<file path="src/rtl/lcdi_pkg.sv">
// lcdi_pkg: shared constants and helpers for the gradient-class index pipeline.
package lcdi_pkg;
   localparam int NUM_CLASS = 9;
   localparam int CLS_W     = 4;

   // default thresholds for 8-bit samples, T0 < T1 < T2 < T3
   localparam int DEF_T0 = 4;
   localparam int DEF_T1 = 16;
   localparam int DEF_T2 = 32;
   localparam int DEF_T3 = 48;

   function automatic int pow9(input int k);
      int p = 1;
      for (int i = 0; i < k; i++) p = p * NUM_CLASS;
      return p;
   endfunction

   // bits needed to hold 9^num_diff-1: 4/7/10 for 1/2/3 differences
   function automatic int idx_width(input int num_diff);
      return $clog2(pow9(num_diff));
   endfunction
endpackage

</file>
<file path="src/rtl/lcdi_grad_classify.sv">
// lcdi_grad_classify: maps one signed neighbour difference onto one of nine
// gradient classes (0 = strongest positive, 4 = flat, 8 = strongest negative).
module lcdi_grad_classify
   import lcdi_pkg::*;
#(
   parameter int DATA_WIDTH = 8
) (
   input  logic signed [DATA_WIDTH:0]   diff,
   input  logic [3:0][DATA_WIDTH-1:0]   thresh,
   output logic [CLS_W-1:0]             cls
);
   // one spare bit so the negated thresholds never wrap
   localparam int CW = DATA_WIDTH + 2;

   logic signed [CW-1:0] d;
   logic signed [CW-1:0] pos [4];
   logic signed [CW-1:0] neg [4];

   // band compare from the top down; first hit wins
   always_comb begin
      d = {diff[DATA_WIDTH], diff};
      for (int i = 0; i < 4; i++) begin
         pos[i] = $signed({2'b00, thresh[i]});
         neg[i] = -pos[i];
      end
      cls = 4'd8;
      if      (d >= pos[3]) cls = 4'd0;
      else if (d >= pos[2]) cls = 4'd1;
      else if (d >= pos[1]) cls = 4'd2;
      else if (d >= pos[0]) cls = 4'd3;
      else if (d >= neg[0]) cls = 4'd4;
      else if (d >= neg[1]) cls = 4'd5;
      else if (d >= neg[2]) cls = 4'd6;
      else if (d >= neg[3]) cls = 4'd7;
   end
endmodule

</file>
<file path="src/rtl/lcdi_grad_index.sv">
// lcdi_grad_index: two-stage pipeline turning a centre sample and NUM_DIFF
// neighbours into a base-9 gradient class index, with valid/ready handshakes.
// Optional macro LCDI_PROG_THRESH_EN makes the four thresholds programmable.
module lcdi_grad_index
   import lcdi_pkg::*;
#(
   parameter int DATA_WIDTH = 8,
   parameter int NUM_DIFF   = 2,
   parameter int IDX_WIDTH  = 7
) (
   input  logic                           clk,
   input  logic                           rst,
   input  logic                           flush,
   input  logic                           in_valid,
   output logic                           in_ready,
   input  logic [DATA_WIDTH-1:0]          center_in,
   input  logic [NUM_DIFF*DATA_WIDTH-1:0] nbr_in,
   output logic                           out_valid,
   input  logic                           out_ready,
   output logic [DATA_WIDTH-1:0]          center_out,
   output logic [NUM_DIFF*DATA_WIDTH-1:0] nbr_out,
   output logic [IDX_WIDTH-1:0]           index
`ifdef LCDI_PROG_THRESH_EN
   ,
   input  logic                           cfg_we,
   input  logic [4*DATA_WIDTH-1:0]        cfg_thresh,
   output logic                           cfg_err
`endif
);
   localparam int STAGES = 2;
   localparam int SH     = (DATA_WIDTH > 8) ? DATA_WIDTH - 8 : 0;
   localparam logic [3:0][DATA_WIDTH-1:0] DEF_THR = {
      DATA_WIDTH'(DEF_T3 << SH), DATA_WIDTH'(DEF_T2 << SH),
      DATA_WIDTH'(DEF_T1 << SH), DATA_WIDTH'(DEF_T0 << SH)};

   logic [3:0][DATA_WIDTH-1:0] thr;

`ifdef LCDI_PROG_THRESH_EN
   logic [3:0][DATA_WIDTH-1:0] cfg_t;
   logic                       cfg_ok;
   assign cfg_t = cfg_thresh;

   // a write is usable only if strictly increasing with a non-zero T0
   always_comb begin
      cfg_ok = (cfg_t[0] != '0) && (cfg_t[0] < cfg_t[1]) &&
               (cfg_t[1] < cfg_t[2]) && (cfg_t[2] < cfg_t[3]);
   end

   // threshold registers; bad writes leave the old set and raise cfg_err
   always_ff @(posedge clk or posedge rst) begin
      if (rst) begin
         thr     <= DEF_THR;
         cfg_err <= 1'b0;
      end else if (cfg_we) begin
         if (cfg_ok) begin
            thr     <= cfg_t;
            cfg_err <= 1'b0;
         end else begin
            cfg_err <= 1'b1;
         end
      end
   end
`else
   assign thr = DEF_THR;
`endif

   // handshake: stage 2 drains on out_ready, stage 1 moves when stage 2 can take it
   logic [STAGES:1] vld_pipe;
   logic            adv1, adv2, acc;

   assign adv2      = !vld_pipe[2] || out_ready;
   assign adv1      = !vld_pipe[1] || adv2;
   assign in_ready  = adv1 && !flush;
   assign acc       = in_valid && in_ready;
   assign out_valid = vld_pipe[2];

   // per-neighbour classification
   logic [NUM_DIFF-1:0][DATA_WIDTH-1:0] nbr_v;
   logic [NUM_DIFF-1:0][CLS_W-1:0]      cls_c;
   assign nbr_v = nbr_in;

   for (genvar k = 0; k < NUM_DIFF; k++) begin : g_lane
      logic signed [DATA_WIDTH:0] diff;
      assign diff = $signed({1'b0, nbr_v[k]}) - $signed({1'b0, center_in});
      lcdi_grad_classify #(.DATA_WIDTH(DATA_WIDTH)) u_cls (
         .diff   (diff),
         .thresh (thr),
         .cls    (cls_c[k])
      );
   end

   // stage 1 holding registers
   logic [DATA_WIDTH-1:0]          center1;
   logic [NUM_DIFF*DATA_WIDTH-1:0] nbr1;
   logic [NUM_DIFF-1:0][CLS_W-1:0] cls1;
   logic [IDX_WIDTH-1:0]           idx_c;

   // valid shift register; flush empties both stages
   always_ff @(posedge clk or posedge rst) begin
      if (rst) begin
         vld_pipe <= '0;
      end else if (flush) begin
         vld_pipe <= '0;
      end else begin
         if (adv1) vld_pipe[1] <= acc;
         if (adv2) vld_pipe[2] <= vld_pipe[1];
      end
   end

   // stage 1 data loads only on an accepted sample
   always_ff @(posedge clk or posedge rst) begin
      if (rst) begin
         center1 <= '0;
         nbr1    <= '0;
         cls1    <= '0;
      end else if (acc) begin
         center1 <= center_in;
         nbr1    <= nbr_in;
         cls1    <= cls_c;
      end
   end

   // base-9 index from the registered classes
   always_comb begin
      idx_c = '0;
      for (int k = 0; k < NUM_DIFF; k++)
         idx_c = idx_c + IDX_WIDTH'(cls1[k]) * IDX_WIDTH'(pow9(k));
   end

   // stage 2 data loads only when a valid stage 1 sample moves forward
   always_ff @(posedge clk or posedge rst) begin
      if (rst) begin
         center_out <= '0;
         nbr_out    <= '0;
         index      <= '0;
      end else if (!flush && adv2 && vld_pipe[1]) begin
         center_out <= center1;
         nbr_out    <= nbr1;
         index      <= idx_c;
      end
   end
endmodule

</file>
<file path="config.mk">
export PLATFORM = sky130hd
export DESIGN_NAME = lcdi_grad_index
export DESIGN_NICKNAME = d
export VERILOG_FILES = /design/src/rtl/lcdi_pkg.sv /design/src/rtl/lcdi_grad_classify.sv /design/src/rtl/lcdi_grad_index.sv
export SDC_FILE = /design/constraint.sdc
export NUM_CORES = 1
export LEC_CHECK = 0
export CORE_MARGIN = 4
export CORE_UTILIZATION = 39
export CTS_CLUSTER_DIAMETER = 80
export DETAILED_ROUTE_END_ITERATION = 16
export SETUP_SLACK_MARGIN = 0.1
export SYNTH_ARGS = -nofsm -noshare
export SYNTH_HDL_FRONTEND = slang
export SYNTH_SLANG_ARGS = --single-unit
</file>
<file path="constraint.sdc">
create_clock -name clk -period 2 [get_ports clk]
set_input_delay 0.2 -clock clk [delete_from_list [all_inputs] [get_ports clk]]
set_output_delay 0.2 -clock clk [all_outputs]
set_load 0.02 [all_outputs]
</file>
==> results.sh, run 1 <==
export IMPL_status="complete, but fails checks"
export IMPL_violations="setup timing"
export IMPL_ios=62
export IMPL_place_gp_congestion=0.902
export IMPL_fp_dieW_um=106
export IMPL_pwr_share_clk_pct=25.5
export IMPL_clk_latency_ps=340
export IMPL_ys_warn_count=0
export IMPL_cp_num_buf_inv=2
export IMPL_synth_nets=422
export IMPL_die_h_um=106
export IMPL_cts_buffers_inserted=9
export IMPL_area_growth_syn_to_layout_pct=54.6
export IMPL_grt_pass1_wl_mm=15.9
export IMPL_crit_family="compound AO/OA/AOI/OAI gates"
export IMPL_ys_seq_elements=65
export IMPL_fp_row_count=35
export IMPL_fin_hold_ws_ps=146
export IMPL_htreeDepth=3
export IMPL_maxCapViolations=0
export IMPL_synth_top_cell_area_share_pct=43.8
export IMPL_vias=3211
export IMPL_cts_sinks=65
export IMPL_power_density_mw_per_mm2=882
export IMPL_vias_per_cell=4.96
export IMPL_synthFlopType="dfrtp_1"
export IMPL_grt_overflow_total=0
export IMPL_layout_min_cycle_time_ps=2010
export IMPL_timing_fmax_mhz=497
export IMPL_seq_power_share_pct=34.7
export IMPL_slowest_delay_ps=470
export IMPL_setup_violations=2
export IMPL_wl_per_cell_um=14.7
export IMPL_drtAntennaViolNets=0
export IMPL_synth_edff_count=0
export IMPL_root_buffer="clkbuf_8"
export IMPL_clock_path_buffers=2
export IMPL_syn_area_per_cell_sq_um=10.2
export IMPL_crit_arrival_ps=2250
export IMPL_fin_ws_ps=-11.4
export IMPL_tightestPinTransition_ps=437
export IMPL_drive_gt1_share_pct=42.0
export IMPL_initial_core_util_pct=40.2
export IMPL_hold_path_class="in -> reg"
export IMPL_slowest_stage="a2111oi_4"
export IMPL_p_leak_uw=0.00266
export IMPL_power_uw=5070
export IMPL_drc_errors=0
export IMPL_syn_inst=363
export IMPL_yosys_area_top_type="dfrtp_1"
export IMPL_crit_chain="buf_6 -> clkinvlp_4 -> ha_4 -> nor2b_4 -> o31a_1 -> or3_4 -> a2111oi_4 -> nor2_2 -> o41ai_2"
export IMPL_grt_pass1_vias=3360
export IMPL_slew_headroom_pct=70.5
export IMPL_switching_power_uw=1670
export IMPL_antenna_found_initial=0
export IMPL_seq_area_sq_mm=0.00163
export IMPL_timing_final_crit_share_pct=101
export IMPL_grt_use_total_pct=17.9
export IMPL_hpwlAfterDp_mm=6.77
export IMPL_synth_cell_types=64
export IMPL_syn_cell_area_sq_mm=0.00372
export IMPL_postCtsHoldBufs=0
export IMPL_combinationalPowerShare_pct=39.8
export IMPL_antenna_cells=0
export IMPL_vdd_drop_max_mv=0.392
export IMPL_core_area_sq_mm=0.00924
export IMPL_drt_iter0_drc=61
export IMPL_p_int_uw=3400
export IMPL_endpoint_kind="register"
export IMPL_finalHoldViolCount=0
export IMPL_synth_async_sr_flop_share_pct=100
export IMPL_synthTopCellsByArea="dfrtp_1, ha_1, mux2_2"
export IMPL_slew_viol_final=0
export IMPL_p_sw_share_pct=32.9
export IMPL_clkTransAtPathRegs_ps=80
export IMPL_fill_cells=755
export IMPL_yosysMostFrequentCell="nand2_1"
export IMPL_fin_skew_ps=6.71
export IMPL_io_buffers=61
export IMPL_ys_seq_area_share_pct=43.8
export IMPL_synth_common_cells="nand2_1, dfrtp_1, o21ai_0, ha_1, mux2_2"
export IMPL_cp_max_fo=4
export IMPL_finalWirelength_mm=9.53
export IMPL_critPathKind="in -> reg"
export IMPL_cp_required_ps=2240
export IMPL_cts_tree="built"
export IMPL_start_kind="input port"
export IMPL_rsz0062_at_grt="yes"
export IMPL_grt_max_degree=51
export IMPL_fin_nets=573
export IMPL_drt_pass1_iter_count=4
export IMPL_multi_input_area_sq_mm=0.00234
export IMPL_die_area_sq_mm=0.0112
==> routing by layer <==
| layer | GRT usage, % | part of all wire, % |
|---|---|---|
| met1 | 22.9 | 46 |
| met2 | 30.1 | 49 |
| met3 | 3.06 | 3.2 |
| met4 | 6.66 | 1.7 |
| met5 | 0 | 0 |
==> cells in the final DEF (no fill, tap or decap), drive strengths merged, types with 4 or more instances in the layout <==
cell type,Yosys,routed
o21a,4,4
xnor2,7,7
dlygate4sd2,0,9
clkdlybuf4s50,0,40
o21ai,29,29
clkbuf,11,13
a21o,6,6
nor2b,4,4
ha,27,27
inv,18,19
xor2,4,4
nor2,14,14
a21oi,13,13
buf,2,97
dfrtp,65,65
mux2,27,27
nand2,69,69
==> final cells by class <==
cell class | instances | share of cell area [%]
well taps | 129 | 2.81
flip-flops and latches | 65 | 28.3
clock buffers | 9 | 2.16
multi-input cells | 267 | 40.8
inverters | 18 | 1.33
repair buffers | 153 | 22.8
clock inverters | 7 | 1.79
==> cell families (layout without fill, tap and decap cells) <==
kind of cell	count (synthesis)	after routing	synth area share, %
AND/OR/NAND/NOR	116	116	14.5
AO/OA/AOI/OAI	81	81	16.0
buffers and inverters	31	187	3.40
multiplexers	28	28	8.45
XOR/XNOR	12	12	3.20
adder cells (fa/ha/maj)	30	30	10.7
flip-flops	65	65	43.8
==> power groups by stage <==
stage	registers [uW]	logic, uW	clock network (uW)
2_1_floorplan	2000	807	0
3_3_place_gp	1770	1830	0
3_5_place_dp	1780	1850	0
4_1_cts	1760	1980	1330
5_1_grt	1800	2190	1390
6_report	1760	2020	1290
==> through the flow <==
stage	area [sq um]	worst slack (ps)	cells	utilization, %	setup TNS (ps)
floorplan	3810	-189	363	-	-764
global placement	5020	-821	603	54.4	-6120
detailed placement	5020	-868	603	54.4	-6500
finish	5750	-11.4	648	62.2	-11.4
CTS	5670	-14.4	647	61.4	-14.4
global route	5750	-126	648	62.2	-475
==> final timing paths <==
path | slack [ps] | cells past startpoint | startpoint | end
max in group asynchronous | 1530 | 3 | rst | nbr1[3]$_DFFE_PP0P_
max | -10 | 9 | center_in[1] | cls1[5]$_DFFE_PP0P_
min reg2reg | 470 | 2 | center1[0]$_DFFE_PP0P_ | center1[0]$_DFFE_PP0P_
max reg2reg | 90 | 8 | cls1[2]$_DFFE_PP0P_ | index[6]$_DFFE_PP0P_
min in group asynchronous | 220 | 3 | rst | cls1[2]$_DFFE_PP0P_
min | 150 | 3 | center_in[0] | center1[0]$_DFFE_PP0P_
==> registers in the layout (all words and copies together), names as in the netlist <==
name / cells
center1: 8
center_out: 8
cls1: 8
index: 7
nbr1: 16
nbr_out: 16
vld_pipe: 2
==> worst min-delay path: stages <==
cell and delay (ps):
buf_4 130, nand2_1 70, nand2_1 60
==> timing repair <==
| action | 4_1_cts | 5_1_grt |
|---|---|---|
| setup endpoints to repair | 11 | 11 |
| buffers inserted | 28 | 2 |
| gates cloned | 0 | 0 |
| gates resized for setup | 82 | 28 |
| pin swaps | 30 | 17 |
(Power assumes the default switching activity.)
==> run 2, diff against run 1 <==
ABC_AREA = 1   (was not set)
TNS_END_PERCENT = 1   (was not set)
==> run 2 against run 1 <==
Net effect:
- the run still ends with setup timing left
- worst hold slack better by 70 ps
- first-iteration DRC count up 97%
- cell count up 15%
- worst setup slack worse by 100 ps
- sequential power down 2%
- core utilization down 5.7 points
==> results.sh, run 2 <==
export IMPL_synth_nets=561
export IMPL_yosysMostFrequentCell="nand2_1"
export IMPL_busiest_layer="met2"
export IMPL_ys_seq_elements=65
export IMPL_clock_path_buffers=2
export IMPL_antenna_found_initial=0
export IMPL_critPathKind="reg -> reg"
export IMPL_final_util_pct=56.5
export IMPL_start_kind="register"
export IMPL_grt_pass1_wl_mm=15.4
export IMPL_drt_pass1_iter_count=4
export IMPL_synth_cell_types=30
export IMPL_cts_tree="built"
export IMPL_die_area_sq_mm=0.0115
export IMPL_timing_fmax_mhz=473
export IMPL_rrSetupSlack_ps=-120
export IMPL_finalWirelength_mm=8.95
export IMPL_vias_per_cell=4.55
export IMPL_drc_errors=0
export IMPL_setup_violations=5
export IMPL_synthTopCellsByArea="dfrtp_1, nand2_1, ha_1"
export IMPL_timing_final_crit_share_pct=106
export IMPL_cts_sinks=65
export IMPL_synth_edff_count=0
export IMPL_vias=3405
export IMPL_antenna_cells=0
export IMPL_syn_inst=502
export IMPL_root_buffer="clkbuf_8"
export IMPL_slew_viol_final=0
export IMPL_vdd_drop_max_mv=0.355
export IMPL_syn_area_per_cell_sq_um=7.63
export IMPL_finalHoldViolCount=0
export IMPL_cp_required_ps=2220
export IMPL_grt_max_degree=44
export IMPL_p_leak_uw=0.00272
export IMPL_hold_path_class="in -> async"
export IMPL_drive_gt1_share_pct=20.4
export IMPL_maxCapViolations=0
export IMPL_initial_core_util_pct=40.7
export IMPL_syn_cell_area_sq_mm=0.00383
export IMPL_area_growth_syn_to_layout_pct=39.0
export IMPL_grt_use_total_pct=16.6
export IMPL_cp_max_fo=3
export IMPL_final_area_sq_mm=0.00532
export IMPL_ys_seq_area_share_pct=42.5
export IMPL_grt_pass1_vias=3343
export IMPL_crit_arrival_ps=2330
export IMPL_hpwlAfterDp_mm=7.19
export IMPL_synth_top_cell_area_share_pct=42.5
export IMPL_drt_iter0_drc=120
export IMPL_clk_latency_ps=330
export IMPL_synthFlopType="dfrtp_1"
export IMPL_yosys_area_top_type="dfrtp_1"
export IMPL_clkTransAtPathRegs_ps=70
export IMPL_endpoint_kind="register"
export IMPL_grt_overflow_total=0
export IMPL_use_met1_pct=22.5
export IMPL_fin_nets=674
export IMPL_cts_buffers_inserted=9
export IMPL_power_density_mw_per_mm2=847
export IMPL_rsz0062_at_grt="yes"
export IMPL_gr_usage_met3_pct=2.95
export IMPL_layout_min_cycle_time_ps=2120
export IMPL_die_h_um=107
export IMPL_drtAntennaViolNets=0
export IMPL_place_gp_congestion=0.903
export IMPL_grtUsageMet2_pct=27.0
export IMPL_most_common_layout_cells="nand2_1, inv_1, dfrtp_1"
export IMPL_wl_per_cell_um=12.0
export IMPL_ios=62
export IMPL_ys_warn_count=0
export IMPL_fin_skew_ps=13.9
export IMPL_fp_dieW_um=107
export IMPL_htreeDepth=3
export IMPL_status="complete, but fails checks"
export IMPL_tightestPinTransition_ps=499
export IMPL_reg_top3="nbr1: 16 flops, nbr_out: 16 flops"
export IMPL_dpl_cell_area_sq_mm=0.00499
export IMPL_post_place_ws_ps=-598
export IMPL_io_buffers=61
export IMPL_violations="setup timing"
export IMPL_slew_headroom_pct=66.7
export IMPL_core_area_sq_mm=0.00942
export IMPL_postCtsHoldBufs=0
export IMPL_fp_row_count=35
export IMPL_synth_async_sr_flop_share_pct=100
export IMPL_layout_commonest_cell="nand2_1"
export IMPL_synth_common_cells="nand2_1, inv_1, dfrtp_1, o21ai_0, ha_1"
export IMPL_fin_ws_ps=-116
-- run 2: cell types whose count changed after synthesis, sizes merged, moves of 5 or more --
cell | previous run | this run
inv | 18 | 78
mux2 | 27 | 0
nand2 | 69 | 179
a21o | 6 | 1
nor2 | 14 | 22
nand3 | 2 | 26
o21ai | 29 | 56
-- run 2: repair_timing --
item                       in CTS  in global routing
cloned                          0                  0
setup endpoints to repair      11                 11
pin swaps                       7                  1
buffers inserted                1                  2
gates resized for setup        19                 15
-- run 2: report_power, final --
part	total [uW]	internal, uW	switching [uW]
registers	1720	1580	139
logic	1860	897	967
clock network	921	440	481
total	4500	2920	1590
-- run 2: path summary, 6_finish.rpt --
path                                         from                   endpoint  depth (start not counted)
max in group asynchronous                     rst     nbr_out[9]$_DFFE_PP0P_                          3
min in group clk                     center_in[1]     center1[1]$_DFFE_PP0P_                          3
setup reg to reg              cls1[4]$_DFFE_PP0P_       index[6]$_DFFE_PP0P_                         11
setup / recovery              cls1[4]$_DFFE_PP0P_       index[6]$_DFFE_PP0P_                         11
hold / removal                                rst  center_out[1]$_DFFE_PP0P_                          2
hold reg to reg            center1[7]$_DFFE_PP0P_  center_out[7]$_DFFE_PP0P_                          2
-- run 2: cells by family (layout without fill, tap and decap cells) --
family,count (synthesis),in the layout,share of synthesized area (%)
and+or+nand+nor,234,234,25.4
xor gates and xnor gates,8,8,1.83
DFF,65,65,42.5
adders and majority gates,30,30,10.4
AOI/OAI and AO/OA,74,74,10.7
buffers and inverters,91,208,9.18
-- run 2: critical path, stage by stage (launching register included) --
cell     delay (ps)
dfrtp_1         410
ha_4            250
ha_4            270
ha_4            200
a21o_1          160
a31oi_2         160
inv_1            70
a21oi_2         110
nor2_1           40
nor2_1          110
xor2_1          150
o21ai_1          70
-- run 2: through the flow --
step / setup TNS (ps) / total power [uW] / std cells / hold slack (ps)
2_1_floorplan: -143 / 2750 / 502 / 263
3_3_place_gp: -3680 / 3480 / 730 / 455
3_5_place_dp: -4210 / 3510 / 730 / 466
4_1_cts: -253 / 4480 / 746 / 221
5_1_grt: -1690 / 4830 / 748 / 258
6_report: -387 / 4500 / 748 / 215
-- run 2: final cells by class --
class | count | area (sq um)
timing repair buffer | 115 | 1040
inverter | 78 | 293
multi-input combinational | 346 | 2040
clock inverter | 5 | 33.8
fill | 894 | 4090
clock buffer | 10 | 128
tap | 129 | 161
sequential | 65 | 1630
-- run 2: per-layer routing --
| layer | share of wire [%] | wire length (um) | vias up |
|---|---|---|---|
| met5 | 0 | 0 | - |
| met2 | 45 | 4040 | 65 |
| li1 | - | - | 1798 |
| met1 | 49 | 4400 | 1532 |
| met4 | 1.4 | 124 | 0 |
| met3 | 4.3 | 386 | 10 |
